### src/rtl/pipe_pkg.sv
// Shared defaults and width helpers for the pipeline buffer.
// Pointers are log2(depth) bits wide; the occupancy count needs one more bit.
package pipe_pkg;

    localparam int PIPE_WIDTH = 32;
    localparam int PIPE_DEPTH = 4;

    function automatic int ptr_bits(input int depth);
        return $clog2(depth);
    endfunction

endpackage

### src/rtl/pipe_fifo_ptr.sv
// Wrapping buffer pointer with synchronous clear and increment enable.
// Wraps naturally because the depth is a power of two.
module pipe_fifo_ptr
    import pipe_pkg::*;
#(
    parameter  int DEPTH = PIPE_DEPTH,
    localparam int PW    = ptr_bits(DEPTH)
) (
    input  logic          clk,
    input  logic          reset,
    input  logic          clear,
    input  logic          inc,
    output logic [PW-1:0] ptr
);

    always_ff @(posedge clk or negedge reset) begin
        if (!reset) begin
            ptr <= '0;
        end else if (clear) begin
            ptr <= '0;
        end else if (inc) begin
            ptr <= ptr + PW'(1);
        end
    end

endmodule

### src/rtl/pipe_fifo.sv
// Valid/ready pipeline buffer. All outputs decode from registered state,
// so the consumer's ready never reaches the producer combinationally.
module pipe_fifo
    import pipe_pkg::*;
#(
    parameter  int WIDTH = PIPE_WIDTH,
    parameter  int DEPTH = PIPE_DEPTH,
    localparam int PW    = ptr_bits(DEPTH),
    localparam int CW    = PW + 1
) (
    input  logic             clk,
    input  logic             reset,
    input  logic             flush,
    input  logic             in_valid,
    output logic             in_ready,
    input  logic [WIDTH-1:0] in_data,
    output logic             out_valid,
    input  logic             out_ready,
    output logic [WIDTH-1:0] out_data,
    output logic [CW-1:0]    count
);

    logic [WIDTH-1:0] mem [DEPTH];
    logic [PW-1:0]    wr_ptr;
    logic [PW-1:0]    rd_ptr;
    logic             push;
    logic             pop;

    assign in_ready  = (count != CW'(DEPTH));
    assign out_valid = (count != '0);
    assign out_data  = mem[rd_ptr];
    assign push      = in_valid && in_ready;
    assign pop       = out_valid && out_ready;

    pipe_fifo_ptr #(.DEPTH(DEPTH)) u_wr_ptr (
        .clk   (clk),
        .reset (reset),
        .clear (flush),
        .inc   (push),
        .ptr   (wr_ptr)
    );

    pipe_fifo_ptr #(.DEPTH(DEPTH)) u_rd_ptr (
        .clk   (clk),
        .reset (reset),
        .clear (flush),
        .inc   (pop),
        .ptr   (rd_ptr)
    );

    // Flush leaves storage intact; only the pointers and count are discarded.
    always_ff @(posedge clk or negedge reset) begin
        if (!reset) begin
            for (int i = 0; i < DEPTH; i++) begin
                mem[i] <= '0;
            end
        end else if (push && !flush) begin
            mem[wr_ptr] <= in_data;
        end
    end

    always_ff @(posedge clk or negedge reset) begin
        if (!reset) begin
            count <= '0;
        end else if (flush) begin
            count <= '0;
        end else begin
            case ({push, pop})
                2'b10:   count <= count + CW'(1);
                2'b01:   count <= count - CW'(1);
                default: count <= count;
            endcase
        end
    end

endmodule

### config.mk
export PLATFORM = sky130hd
export DESIGN_NAME = pipe_fifo
export DESIGN_NICKNAME = d
export VERILOG_FILES = /design/src/rtl/pipe_pkg.sv /design/src/rtl/pipe_fifo_ptr.sv /design/src/rtl/pipe_fifo.sv
export SDC_FILE = /design/constraint.sdc
export NUM_CORES = 1
export LEC_CHECK = 0
export ABC_AREA = 1
export BUFFER_PORTS_ARGS = -buffer_cell sky130_fd_sc_hd__buf_2
export CAP_MARGIN = 5
export CORE_MARGIN = 5
export CORE_UTILIZATION = 37
export CTS_CLUSTER_DIAMETER = 40
export CTS_CLUSTER_SIZE = 20
export DETAILED_ROUTE_END_ITERATION = 16
export PLACE_DENSITY_LB_ADDON = 0.1
export SETUP_SLACK_MARGIN = 0.15
export SYNTH_ARGS = -nofsm -noshare
export SYNTH_HDL_FRONTEND = slang
export SYNTH_HIERARCHICAL = 1
export SYNTH_SLANG_ARGS = --single-unit
### constraint.sdc
create_clock -name clk -period 3.9 [get_ports clk]
set_clock_uncertainty 0.15 [all_clocks]
set_input_delay 0 -clock clk [delete_from_list [all_inputs] [get_ports clk]]
set_output_delay 0 -clock clk [all_outputs]
set_load 0.05 [all_outputs]
# Word-level counts from Yosys, hierarchy flattened
# Index checks and enable logic that the tools add are counted.
# Widths: inputs -> output; s select.
[word_totals] wordCells=40 inputBits=37 ff_bits=135
[classes] magnitude_cmp=3 add_sub_neg=4 bitwise_logic=2 reduce_logical=9 n_mux=12 eq_ne=3
[op_table] operator="$bwmux 128" n=1
[op_table] operator="$mux 32" n=3
[op_table] operator="$bmux 32 s2" n=1
[op_table] operator="$demux 32 s2" n=1
[op_table] operator="$mux 2" n=4
[op_table] operator="$ge 3x3->1 const B" n=2
[op_table] operator="$not 2->3" n=2
[op_table] operator="$pmux 3 s2" n=1
[op_table] operator="$reduce_bool 3->1" n=2
[op_table] operator="$add 2x1->2 const B" n=2
[op_table] operator="$logic_and 1x1->1" n=4
[op_table] operator="$reduce_bool 2->1" n=2
[op_table] operator="$add 3x1->3 const B" n=1
[op_table] operator="$lt 3x1->1 const B" n=1
[op_table] operator="$mux 3" n=1
[op_table] operator="$ne 3x3->1 const B" n=1
[op_table] operator="$sub 3x1->3 const B" n=1
[op_table] operator="$eq 2x1->1 const B" n=1
[op_table] operator="$eq 2x2->1 const B" n=1
[op_table] operator="$logic_not 1->1" n=1

# Logic depth before layout (Yosys ltp)
# Gate-level depths: netlist of run 1.
[depth] depth_word=6 depth_mapped=13

# Modules after synthesis
# The synthesis of run 1 kept the hierarchy.
[modules_own_cells] module="pipe_fifo" area_per_inst_um2=6044.5 seq_area_each_um2=3278.1 n_inst=1 cells_per_inst=669
[modules_own_cells] module="pipe_fifo_ptr" area_per_inst_um2=86.3 seq_area_each_um2=50.0 n_inst=2 cells_per_inst=11

# Worst setup path after synthesis of run 1
# No wires, ideal clock.
[synth_path] path_kind="register to register" startpoint="register count[1]" endpoint="register count[2]" required_ps=3632 stages_incl_launch_ff=13 arrival_time_ps=2441 setup_time_ps=118 synth_period_minus_slack_ps=2709 path_slack_ps=1191 path_cell_list="dfrtp_1 -> nor2_2 -> nand2_1 -> nand2_1 -> inv_1 -> nand2_1 -> inv_1 -> fa_1 -> xor2_1 -> nand3_1 -> nand2_1 -> nand2_1 -> nand2_1"
[synth_between] elab_chain_len=5 elab_cells_between_ends=11 cone_classes="add/sub (2); eq/ne (3); mux (2); reduce/logical (4)"
[synth_lines] element="from (decl)" line="pipe_fifo.sv:20" text="output logic [CW-1:0] count"
[synth_lines] element="from (signal assigned)" line="pipe_fifo.sv:69" text="2'b10: count <= count + CW'(1);"
[synth_lines] element="from (signal assigned)" line="pipe_fifo.sv:70" text="2'b01: count <= count - CW'(1);"
[synth_lines] element="from (signal assigned)" line="pipe_fifo.sv:71" text="default: count <= count;"
[synth_lines] element="$reduce_bool 3->1 *" line="pipe_fifo.sv:30" text="assign out_valid = (count != '0);"
[synth_lines] element="net out_valid" line="pipe_fifo.sv:17" text="output logic out_valid,"
[synth_lines] element="$logic_and 1x1->1 *" line="pipe_fifo.sv:33" text="assign pop = out_valid && out_ready;"
[synth_lines] element="net pop" line="pipe_fifo.sv:27" text="logic pop;"
[synth_lines] element="$eq 2x1->1 or $eq 2x2->1 (tied branches)" line="pipe_fifo.sv:68" text="case ({push, pop})"
[synth_lines] element="$pmux 3 s2" line="pipe_fifo.sv:68"
[synth_lines] element="$mux 3" line="pipe_fifo.sv:65" text="end else if (flush) begin"
# Mark *: on every way through the listed nets, which the timed path passes. The rest lies on a longest branch.
# A chain may end at the register's enable or synchronous reset.

# Worst setup path after layout of run 1
[layout_path] startpoint="register u_rd_ptr.ptr[0]" endpoint="register u_rd_ptr.ptr[0]"
[layout_between] elab_chain_len=3
[layout_lines] element="from (decl)" line="pipe_fifo_ptr.sv:13" text="output logic [PW-1:0] ptr"
[layout_lines] element="from (signal assigned)" line="pipe_fifo_ptr.sv:22" text="ptr <= ptr + PW'(1);"
[layout_lines] element="$add 2x1->2" line="pipe_fifo_ptr.sv:22"
[layout_lines] element="$mux 2" line="pipe_fifo_ptr.sv:21" text="end else if (inc) begin"
[layout_lines] element="$mux 2" line="pipe_fifo_ptr.sv:19" text="end else if (clear) begin"
# Every way passes these cells. The select of a mux whose other input is x is not followed.

==> results.yml, run 1 <==
cts:
  clock_latency_ns: 0.41
  cts_resized: 0
  cts-htree-levels: 4
  clk_pin_slew_ns: 0.06
  cts-root-buf: "clkbuf_16"
  post-cts-setup-buffer-count: 0
  cts_buffer_depth: 2
  tritoncts: "built"
  clock_sinks: 135
  cts-buffers-inserted: 17
outcome:
  outcome: "finished clean"
floorplanning:
  dieArea_um2: 19500
  die_y_um: 139.6
  start_util: 0.3762
  io_pins: 74
  die_w_um: 139.6
  core_area_um2: 16520
  fp-row-count: 47
global_routing:
  gr-usage-all-layers: 0.1584
  first_global_vias: 4836
  grt_pass1_wl_um: 24740
  grt_max_degree: 114
  gr-total-overflow: 0
  antenna_found_initial: 0
finish:
  antennaDiodeCount: 0
  drive_above_1_share: 0.1929
  finalNetCount: 819
  syn_to_final_growth_pct: 21.09
  final_core_util: 0.4556
placed_design:
  dp_hpwl_um: 8342
  port_buffers: 73
  post-place-ws_ns: 1.655
  place.gp.congestion: 0.7820
critical_path:
  worstSetupStartpointType: "flip-flop"
  required_ns: 4.05
  crit_family: "buffers and inverters"
  path_cells: "buf_4 -> nand2_1 -> nand2_1 -> dlygate4sd3_1 -> nor2_1 -> dlygate4sd3_1"
  worst_setup_path_end_kind: "flip-flop"
  worstPathArrival_ns: 2.68
  path_max_fanout: 68
  crit_type: "reg -> reg"
  path_buf_inv: 3
  max_stage_delay_ns: 0.59
  cp_slowest_cell: "buf_4"
yosys:
  ys_ff_latch: 135
  ys_warn_count: 6
  synthCells: 691
  synth_fp_nets: 729
  synth.distinct_cells: 22
  netlist_area_um2: 6217
  yosysSeqAreaShare: 0.5434
  avgSynthCellArea_um2: 8.997
route:
  drc: 0
  drt-initial-drc-count: 309
  ant_nets: 0
  dr_total_vias: 4901
  viasPerCell: 4.838
  drt_first_pass_iters: 5
  wl_per_cell_um: 14.65
  wl_um: 14840
min_path:
  min_path_type: "in -> async"
timing:
  finalMaxSlewViolations: 0
  setup_tns_ns: 0
  finalCriticalPeriod_ns: 2.534
  final.setup.worst_slack_ns: 1.366
  fin_crit_sh: 0.6497
  max_slew_margin: 0.2685
  setup_viol_count_final: 0
  grt_setup_unrepaired: "no"
  tightest_slew_ns: 1.096
  hold_viol: 0
  max_freq_mhz: 394.7
power:
  power.leakage_uw: 0.003727
  vdd_drop_max_mv: 0.4394
  power_density_nw_per_um2: 864.9
flow_run:
  cap_violations: 0
worst reg2reg max path: stages, from the launching register on:
cell	delay (ns)
dfrtp_2	0.36
buf_4	0.59
nand2_1	0.11
nand2_1	0.08
dlygate4sd3_1	0.54
nor2_1	0.04
dlygate4sd3_1	0.54
metrics by stage:
step / hold WS, ns / instances / total power (uW) / area, um2
global route: 0.2755 / 1013 / 6933 / 7528
global placement: 0.07683 / 944 / 4843 / 6541
floorplan: -0.4456 / 691 / 4303 / 6217
detailed placement: 0.09137 / 944 / 4898 / 6541
finish: 0.1697 / 1013 / 6511 / 7528
CTS: 0.2145 / 1013 / 6599 / 7528
cell type report:
| type | instances | area [um2] |
|---|---|---|
| clock buffers | 22 | 484.2 |
| clock inverters | 9 | 122.6 |
| fillers | 1637 | 8996 |
| inverters | 45 | 168.9 |
| multi-input cells | 467 | 2316 |
| flip-flops and latches | 135 | 3379 |
| well taps | 220 | 275.3 |
| repair buffers | 115 | 782.0 |
logic make-up (layout without fill, tap and decap cells):
| family | count (synthesis) | count (layout) | share of synthesized area |
|---|---|---|---|
| buf+inv | 89 | 191 | 0.08412 |
| fa+ha+maj | 1 | 1 | 0.003220 |
| xor+xnor | 2 | 2 | 0.002818 |
| compound gates | 227 | 227 | 0.2109 |
| flops | 135 | 135 | 0.5434 |
| simple gates | 237 | 237 | 0.1556 |
report_power, final:
part	internal, uW	switching [uW]
clock	1060	572
combinational	746	1870
sequential	1970	296
worst paths after layout:
path | from | end | slack, ns | cells past startpoint
min in group clk | in_data[27] | mem[59] | 0.26 | 4
max reg2reg | u_rd_ptr/ptr[0] | u_rd_ptr/ptr[0] | 1.37 | 6
max in group asynchronous | reset | u_rd_ptr/ptr[0] | 2.46 | 3
min reg2reg | mem[65] | mem[65] | 0.32 | 2
max | u_rd_ptr/ptr[0] | u_rd_ptr/ptr[0] | 1.37 | 6
min | reset | mem[105] | 0.17 | 2
Yosys cell counts:
master | count | area [um2]
clkbuf_1 | 15 | 56.30
nand2_4 | 6 | 67.56
buf_2 | 4 | 20.02
nor2_2 | 1 | 6.260
xor2_1 | 1 | 8.760
nand2_1 | 146 | 548.0
buf_4 | 1 | 7.510
nand4_1 | 3 | 18.77
o21ai_0 | 63 | 315.3
a21oi_1 | 3 | 15.01
nor2_8 | 1 | 20.02
nand3_1 | 5 | 25.02
o21ai_2 | 36 | 315.3
o22ai_1 | 32 | 200.2
buf_6 | 24 | 270.3
xnor2_1 | 1 | 8.760
fa_1 | 1 | 20.02
inv_2 | 1 | 3.750
o21ai_1 | 93 | 465.5
inv_1 | 44 | 165.2
dfrtp_1 | 135 | 3378
nor2_1 | 75 | 281.5
layout by cell type, fill, tap and decap left out:
master / count
nand4_1: 3
xor2_1: 1
a21oi_1: 3
buf_2: 72
bufinv_16: 3
clkbuf_8: 4
xnor2_1: 1
dlygate4sd3_1: 38
buf_4: 4
o22ai_1: 32
nand3_1: 5
inv_1: 44
inv_2: 1
buf_6: 1
nor2_1: 75
o21ai_2: 36
clkinvlp_4: 1
nor2_8: 1
dfrtp_2: 1
o21ai_1: 93
o21ai_0: 63
nand2_4: 6
clkbuf_16: 17
nor2_2: 1
dfrtp_1: 134
clkinv_2: 5
nand2_1: 146
fa_1: 1
clkbuf_1: 1
sequential cells by signal, summed over array words and instances (netlist names):
register and cells:
count 3, u_rd_ptr/ptr 2, mem 128, u_wr_ptr/ptr 2
what timing repair did:
item                                    4_1_cts  5_1_grt
hold endpoints to repair                    247        0
endpoints found under the setup margin        0        0
hold buffers                                 38        0
per-layer routing:
metal	share of wire	track usage	vias up
met1	0.48	0.2137	2314
li1	-	-	2465
met2	0.46	0.2491	107
met4	0.014	0.05507	0
met5	0	0	-
met3	0.047	0.04151	15
Note: power is estimated with default switching activity, not from simulation.
==> run 2: changes to the inputs <==
==> constraint.sdc (replaced) <==
create_clock -name clk -period 2.42 [get_ports clk]
set_clock_uncertainty 0.15 [all_clocks]
set_input_delay 0 -clock clk [delete_from_list [all_inputs] [get_ports clk]]
set_output_delay 0 -clock clk [all_outputs]
set_load 0.05 [all_outputs]
==> run 2 against run 1 <==
Total power is 64% higher. Sequential share of layout area down 0.89 points. Hold slack lost 0.17 ns. Global-route usage is 0.80 points higher. The run now ends with negative hold slack left. Wire length rose by 5.3%. First-iteration DRC count decreased by 21%. Clock power up 63%. Highest routed layer unchanged. Sequential power increased by 62%. Die area stayed put. Register-to-register slack got worse by 1.0 ns. Critical path depth decreased by 1.
==> results.yml, run 2 (synthesis gave the netlist of run 1 again) <==
cts:
  clock_sinks: 135
  clk_pin_slew_ns: 0.06
  tritoncts: "built"
  cts_buffer_depth: 2
  cts-buffers-inserted: 17
  cts-htree-levels: 4
  cts-root-buf: "clkbuf_16"
  clock_latency_ns: 0.41
timing:
  hold_viol: 1
  setup_tns_ns: 0
  finalMaxSlewViolations: 0
  max_freq_mhz: 469.6
  fin_crit_sh: 0.8800
  max_slew_margin: 0.5763
  hold_ws_ns: -0.001856
  setup_viol_count_final: 0
  grt_setup_unrepaired: "no"
  finalCriticalPeriod_ns: 2.130
  tightest_slew_ns: 0.6355
finish:
  reg_top3: "mem: 128 flops, count: 3 flops"
  finalInstanceArea_um2: 7690
  seq_area_um2: 3383
  layout_commonest_cell: "nand2_1"
  largest_reg_flops: 128
  nFillCells: 1595
  largest-register: "mem"
  finalNetCount: 825
  syn_to_final_growth_pct: 23.69
  antennaDiodeCount: 0
  drive_above_1_share: 0.2113
  final_cell_mix: "144 x nand2_1, 131 x dfrtp_1, 93 x o21ai_1, 75 x nor2_1, 72 x buf_2"
  multi_input_area_um2: 2333
outcome:
  outcome: "finished, violations left"
  violations: "negative hold slack"
critical_path:
  reg2reg_slack_ns: 0.33
  worstSetupStartpointType: "flip-flop"
  crit_family: "buffers and inverters"
  crit_type: "reg -> out"
  cp_slowest_cell: "dfrtp_1"
  path_max_fanout: 25
  max_stage_delay_ns: 0.37
  required_ns: 2.27
  path_cells: "inv_1 -> buf_12 -> o21ai_0 -> o22ai_1 -> buf_2"
  path_buf_inv: 3
  worstPathArrival_ns: 1.98
  worst_setup_path_end_kind: "output pin"
global_routing:
  gr-usage-all-layers: 0.1664
  gr-total-overflow: 0
  antenna_found_initial: 0
  grt_max_degree: 69
  grt_pass1_wl_um: 26140
  first_global_vias: 5051
power:
  vdd_drop_max_mv: 0.7172
  power_density_nw_per_um2: 1389
  power.leakage_uw: 0.003784
floorplanning:
  start_util: 0.3762
  fp-row-count: 47
  die_w_um: 139.6
  die_y_um: 139.6
  dieArea_um2: 19500
  io_pins: 74
  core_area_um2: 16520
route:
  wl_per_cell_um: 15.32
  ant_nets: 0
  drt-initial-drc-count: 245
  wl_um: 15630
  drt_first_pass_iters: 4
  viasPerCell: 4.944
  dr_total_vias: 5043
  drc: 0
placed_design:
  place.gp.congestion: 0.7742
  port_buffers: 73
  place_area_um2: 6700
  dp_hpwl_um: 9128
min_path:
  min_path_type: "in -> async"
flow_run:
  cap_violations: 0
run 2: changes by cell type in the layout (fill, tap and decap cells not counted), sizes merged:
| cell | previous run | this run |
|---|---|---|
| buf | 77 | 85 |
| clkinvlp | 1 | 4 |
| clkbuf | 22 | 20 |
| dlygate4sd3 | 38 | 36 |
| clkinv | 5 | 4 |
| inv | 45 | 46 |
run 2: cell type report:
| cell class | instances | area share |
|---|---|---|
| clock buffer | 20 | 0.06069 |
| clock inverter | 12 | 0.01936 |
| inverter | 45 | 0.02197 |
| multi-input combinational | 467 | 0.3034 |
| sequential | 135 | 0.4400 |
| tap | 220 | 0.03580 |
| timing repair buffer | 121 | 0.1188 |
run 2: layer usage:
metal,track usage,wire length (um),vias up
met5,0,0,-
met4,0.04895,119,0
met3,0.04082,735,11
met2,0.2682,7445,88
met1,0.2241,7328,2453
li1,-,-,2491
run 2: path summary, 6_finish.rpt:
| path | start | end | cells after the start |
|---|---|---|---|
| worst max-delay path | u_rd_ptr/ptr[1] | out_data[30] | 5 |
| worst min-delay path | reset | mem[3] | 2 |
| worst max register to register | count[0] | count[2] | 12 |
| worst min register to register | mem[52] | mem[52] | 2 |
| max in group asynchronous | reset | count[1] | 3 |
| min in group clk | in_data[4] | mem[68] | 4 |
run 2: report_power, final:
part | switching [uW] | internal, uW
Sequential | 496 | 3170
Clock | 970 | 1700
Combinational | 3070 | 1270
run 2: what timing repair did:
action / in CTS / in global routing
hold endpoints to repair: 244 / 0
resized for setup: 0 / 2
setup endpoints to repair: 0 / 3
hold buffers: 36 / 0
setup buffers: 0 / 1
run 2: per-stage QoR:
| stage | power [uW] | std cells | utilization | hold WS [ns] | setup WS, ns |
|---|---|---|---|---|---|
| floorplan | 6968 | 691 | - | -0.4456 | 0.1521 |
| global placement | 7902 | 951 | 0.4055 | -0.1130 | 0.3357 |
| detailed placement | 8015 | 951 | 0.4055 | -0.1030 | 0.2497 |
| CTS | 10790 | 1019 | 0.4645 | 0.02092 | 0.2266 |
| global route | 11370 | 1020 | 0.4654 | 0.06423 | 0.1587 |
| finish | 10680 | 1020 | 0.4654 | -0.001856 | 0.2904 |
==> run 3: changes to the inputs <==
--- a/config.mk
+++ b/config.mk
@@ -6,13 +6,13 @@
 export NUM_CORES = 1
 export LEC_CHECK = 0
 export ABC_AREA = 1
-export BUFFER_PORTS_ARGS = -buffer_cell sky130_fd_sc_hd__buf_2
 export CAP_MARGIN = 5
 export CORE_MARGIN = 5
 export CORE_UTILIZATION = 37
 export CTS_CLUSTER_DIAMETER = 40
 export CTS_CLUSTER_SIZE = 20
 export DETAILED_ROUTE_END_ITERATION = 16
+export DONT_BUFFER_PORTS = 1
 export PLACE_DENSITY_LB_ADDON = 0.1
 export SETUP_SLACK_MARGIN = 0.15
 export SYNTH_ARGS = -nofsm -noshare
==> run 3 against run 2 <==
The run still ends with negative hold slack left. Global-route usage fell by 0.35 points. Wire length fell by 1.4%. Hold slack got worse by 0.86 ns. Final cell count fell by 3.7%. Sequential cell count did not move. Total power fell by 1.0%. Maximum frequency rose by 2.7%. Combinational power rose by 4%. Clock-buffer cell count rose by 6. Register-to-register slack improved by 0.02 ns. First-iteration DRC count rose by 5.7%. Largest power group unchanged. Highest routed layer unchanged.
==> results.yml, run 3 (synthesis gave the netlist of run 1 again) <==
global_routing:
  gr-usage-all-layers: 0.1629
  grt_pass1_wl_um: 25540
  antenna_found_initial: 0
  grt_max_degree: 136
  first_global_vias: 4909
  gr-total-overflow: 0
route:
  dr_total_vias: 4894
  drt-initial-drc-count: 259
  wl_um: 15410
  viasPerCell: 4.984
  drt_first_pass_iters: 4
  drc: 0
  ant_nets: 0
  wl_per_cell_um: 15.69
floorplanning:
  die_w_um: 139.6
  dieArea_um2: 19500
  core_area_um2: 16520
  fp-row-count: 47
  start_util: 0.3762
  io_pins: 74
  die_y_um: 139.6
finish:
  antennaDiodeCount: 0
  final_cell_mix: "144 x nand2_1, 131 x dfrtp_1, 93 x o21ai_1, 75 x nor2_1, 63 x o21ai_0"
  layout_commonest_cell: "nand2_1"
  finalInstanceArea_um2: 7517
  reg_top3: "mem: 128 flops, count: 3 flops"
  syn_to_final_growth_pct: 20.91
  drive_above_1_share: 0.1706
  largest_reg_flops: 128
  finalNetCount: 791
  largest-register: "mem"
  final_core_util: 0.4549
  instances_no_fill: 982
timing:
  fin_crit_sh: 0.8571
  hold_viol: 135
  setup_viol_count_final: 0
  max_freq_mhz: 482.1
  tightest_slew_ns: 0.4582
  setup_tns_ns: 0
  max_slew_margin: 0.6945
  grt_setup_unrepaired: "no"
  finalMaxSlewViolations: 0
  finalCriticalPeriod_ns: 2.074
  hold_ws_ns: -0.8621
power:
  p_switching_uw: 4418
  p_seq_frac: 0.345
  internal_power_uw: 6156
  power_density_nw_per_um2: 1407
  pwr-share-clk: 0.226
  vdd_drop_max_mv: 0.6766
  totalPowerFinal_uw: 10570
  power_frac_comb: 0.429
  netSwitchingFraction: 0.4178
  power.leakage_uw: 0.003638
critical_path:
  worst_setup_path_end_kind: "flip-flop"
  crit_type: "reg -> reg"
  worstSetupStartpointType: "flip-flop"
  worstPathArrival_ns: 2.22
  cp_slowest_cell: "dfrtp_2"
  reg2reg_slack_ns: 0.35
  path_buf_inv: 2
  path_common_cell: "nand2_1"
  path_max_fanout: 6
  required_ns: 2.57
  path_cells: "nor2_4 -> nand2_4 -> nand2_1 -> inv_2 -> nand2_2 -> inv_1 -> fa_1 -> xor2_1 -> nand3_1 -> nand2_1 -> nand2_1 -> nand2_1"
  crit_family: "simple AND/OR/NAND/NOR gates"
  max_stage_delay_ns: 0.42
cts:
  clock_latency_ns: 0.41
  cts-root-buf: "clkbuf_16"
  cts-buffers-inserted: 17
  cts_buffer_depth: 2
  cts-htree-levels: 4
  clock_sinks: 135
  tritoncts: "built"
  cts_hold_buf: 36
  clk_pin_slew_ns: 0.05
placed_design:
  port_buffers: 0
  place.gp.congestion: 0.7660
  dp.cells: 918
  place_area_um2: 6604
  dp_hpwl_um: 9197
flow_run:
  cap_violations: 0
outcome:
  violations: "negative hold slack"
  outcome: "finished, violations left"
min_path:
  min_path_type: "in -> async"
[run 3: changes by cell type in the layout (fill, tap and decap cells not counted), sizes merged]
| cell | before | now |
|---|---|---|
| bufinv | 3 | 0 |
| clkinv | 4 | 2 |
| inv | 46 | 44 |
| clkbuf | 20 | 26 |
| clkinvlp | 4 | 1 |
| buf | 85 | 51 |
[run 3: worst paths after layout]
path	from	end	depth (start not counted)
max reg2reg	count[1]	count[2]	12
max	count[1]	count[2]	12
max in group asynchronous	reset	u_rd_ptr/ptr[0]	0
min reg2reg	mem[44]	mem[44]	2
min in group clk	in_data[29]	mem[61]	3
min	reset	count[2]	0
[run 3: final cells by class]
type | instances | area [um2]
clock inverter | 2 | 12.51
tap | 220 | 275.3
fill | 1595 | 9007
clock buffer | 26 | 539.3
sequential | 135 | 3383
inverter | 45 | 170.2
multi-input combinational | 467 | 2331
timing repair buffer | 87 | 805.8
[run 3: worst register-to-register path: cells and delay by family (launching register included)]
kind	cells	cell delay (ns)
xor gates and xnor gates	1	0.16
adders and majority gates	1	0.41
buffers and inverters	2	0.14
DFF	1	0.42
and+or+nand+nor	8	0.70
[run 3: routing by layer]
metal  share of wire  GRT usage  up-vias  wire, um
li1                -          -     2408         -
met1            0.45     0.2182     2362      6955
met2            0.48     0.2608      116      7462
met3           0.057    0.04734        8       872
met4          0.0078    0.04335        0       120
met5               0          0        -         0
[run 3: repair_timing]
action | 4_1_cts | 5_1_grt
endpoints found under the setup margin | 0 | 4
endpoints found under the hold margin | 270 | 135
resized for setup | 0 | 2
buffers inserted | 0 | 0
[run 3: per-stage QoR]
step                worst slack (ns)  hold WS [ns]
floorplan                     0.1521       -0.4456
CTS                           0.2284       -0.8891
finish                        0.3457       -0.8621
global placement              0.3578       -0.4402
global route                  0.1648       -0.8928
detailed placement            0.3132       -0.4406
[run 3: power groups by stage]
stage               logic (uW)  clock network (uW)  registers [uW]
finish                    4530                2390            3650
global route              4950                2560            3760
CTS                       4590                2470            3650
detailed placement        4520                   0            3680
global placement          4450                   0            3640
floorplan                 3320                   0            3640
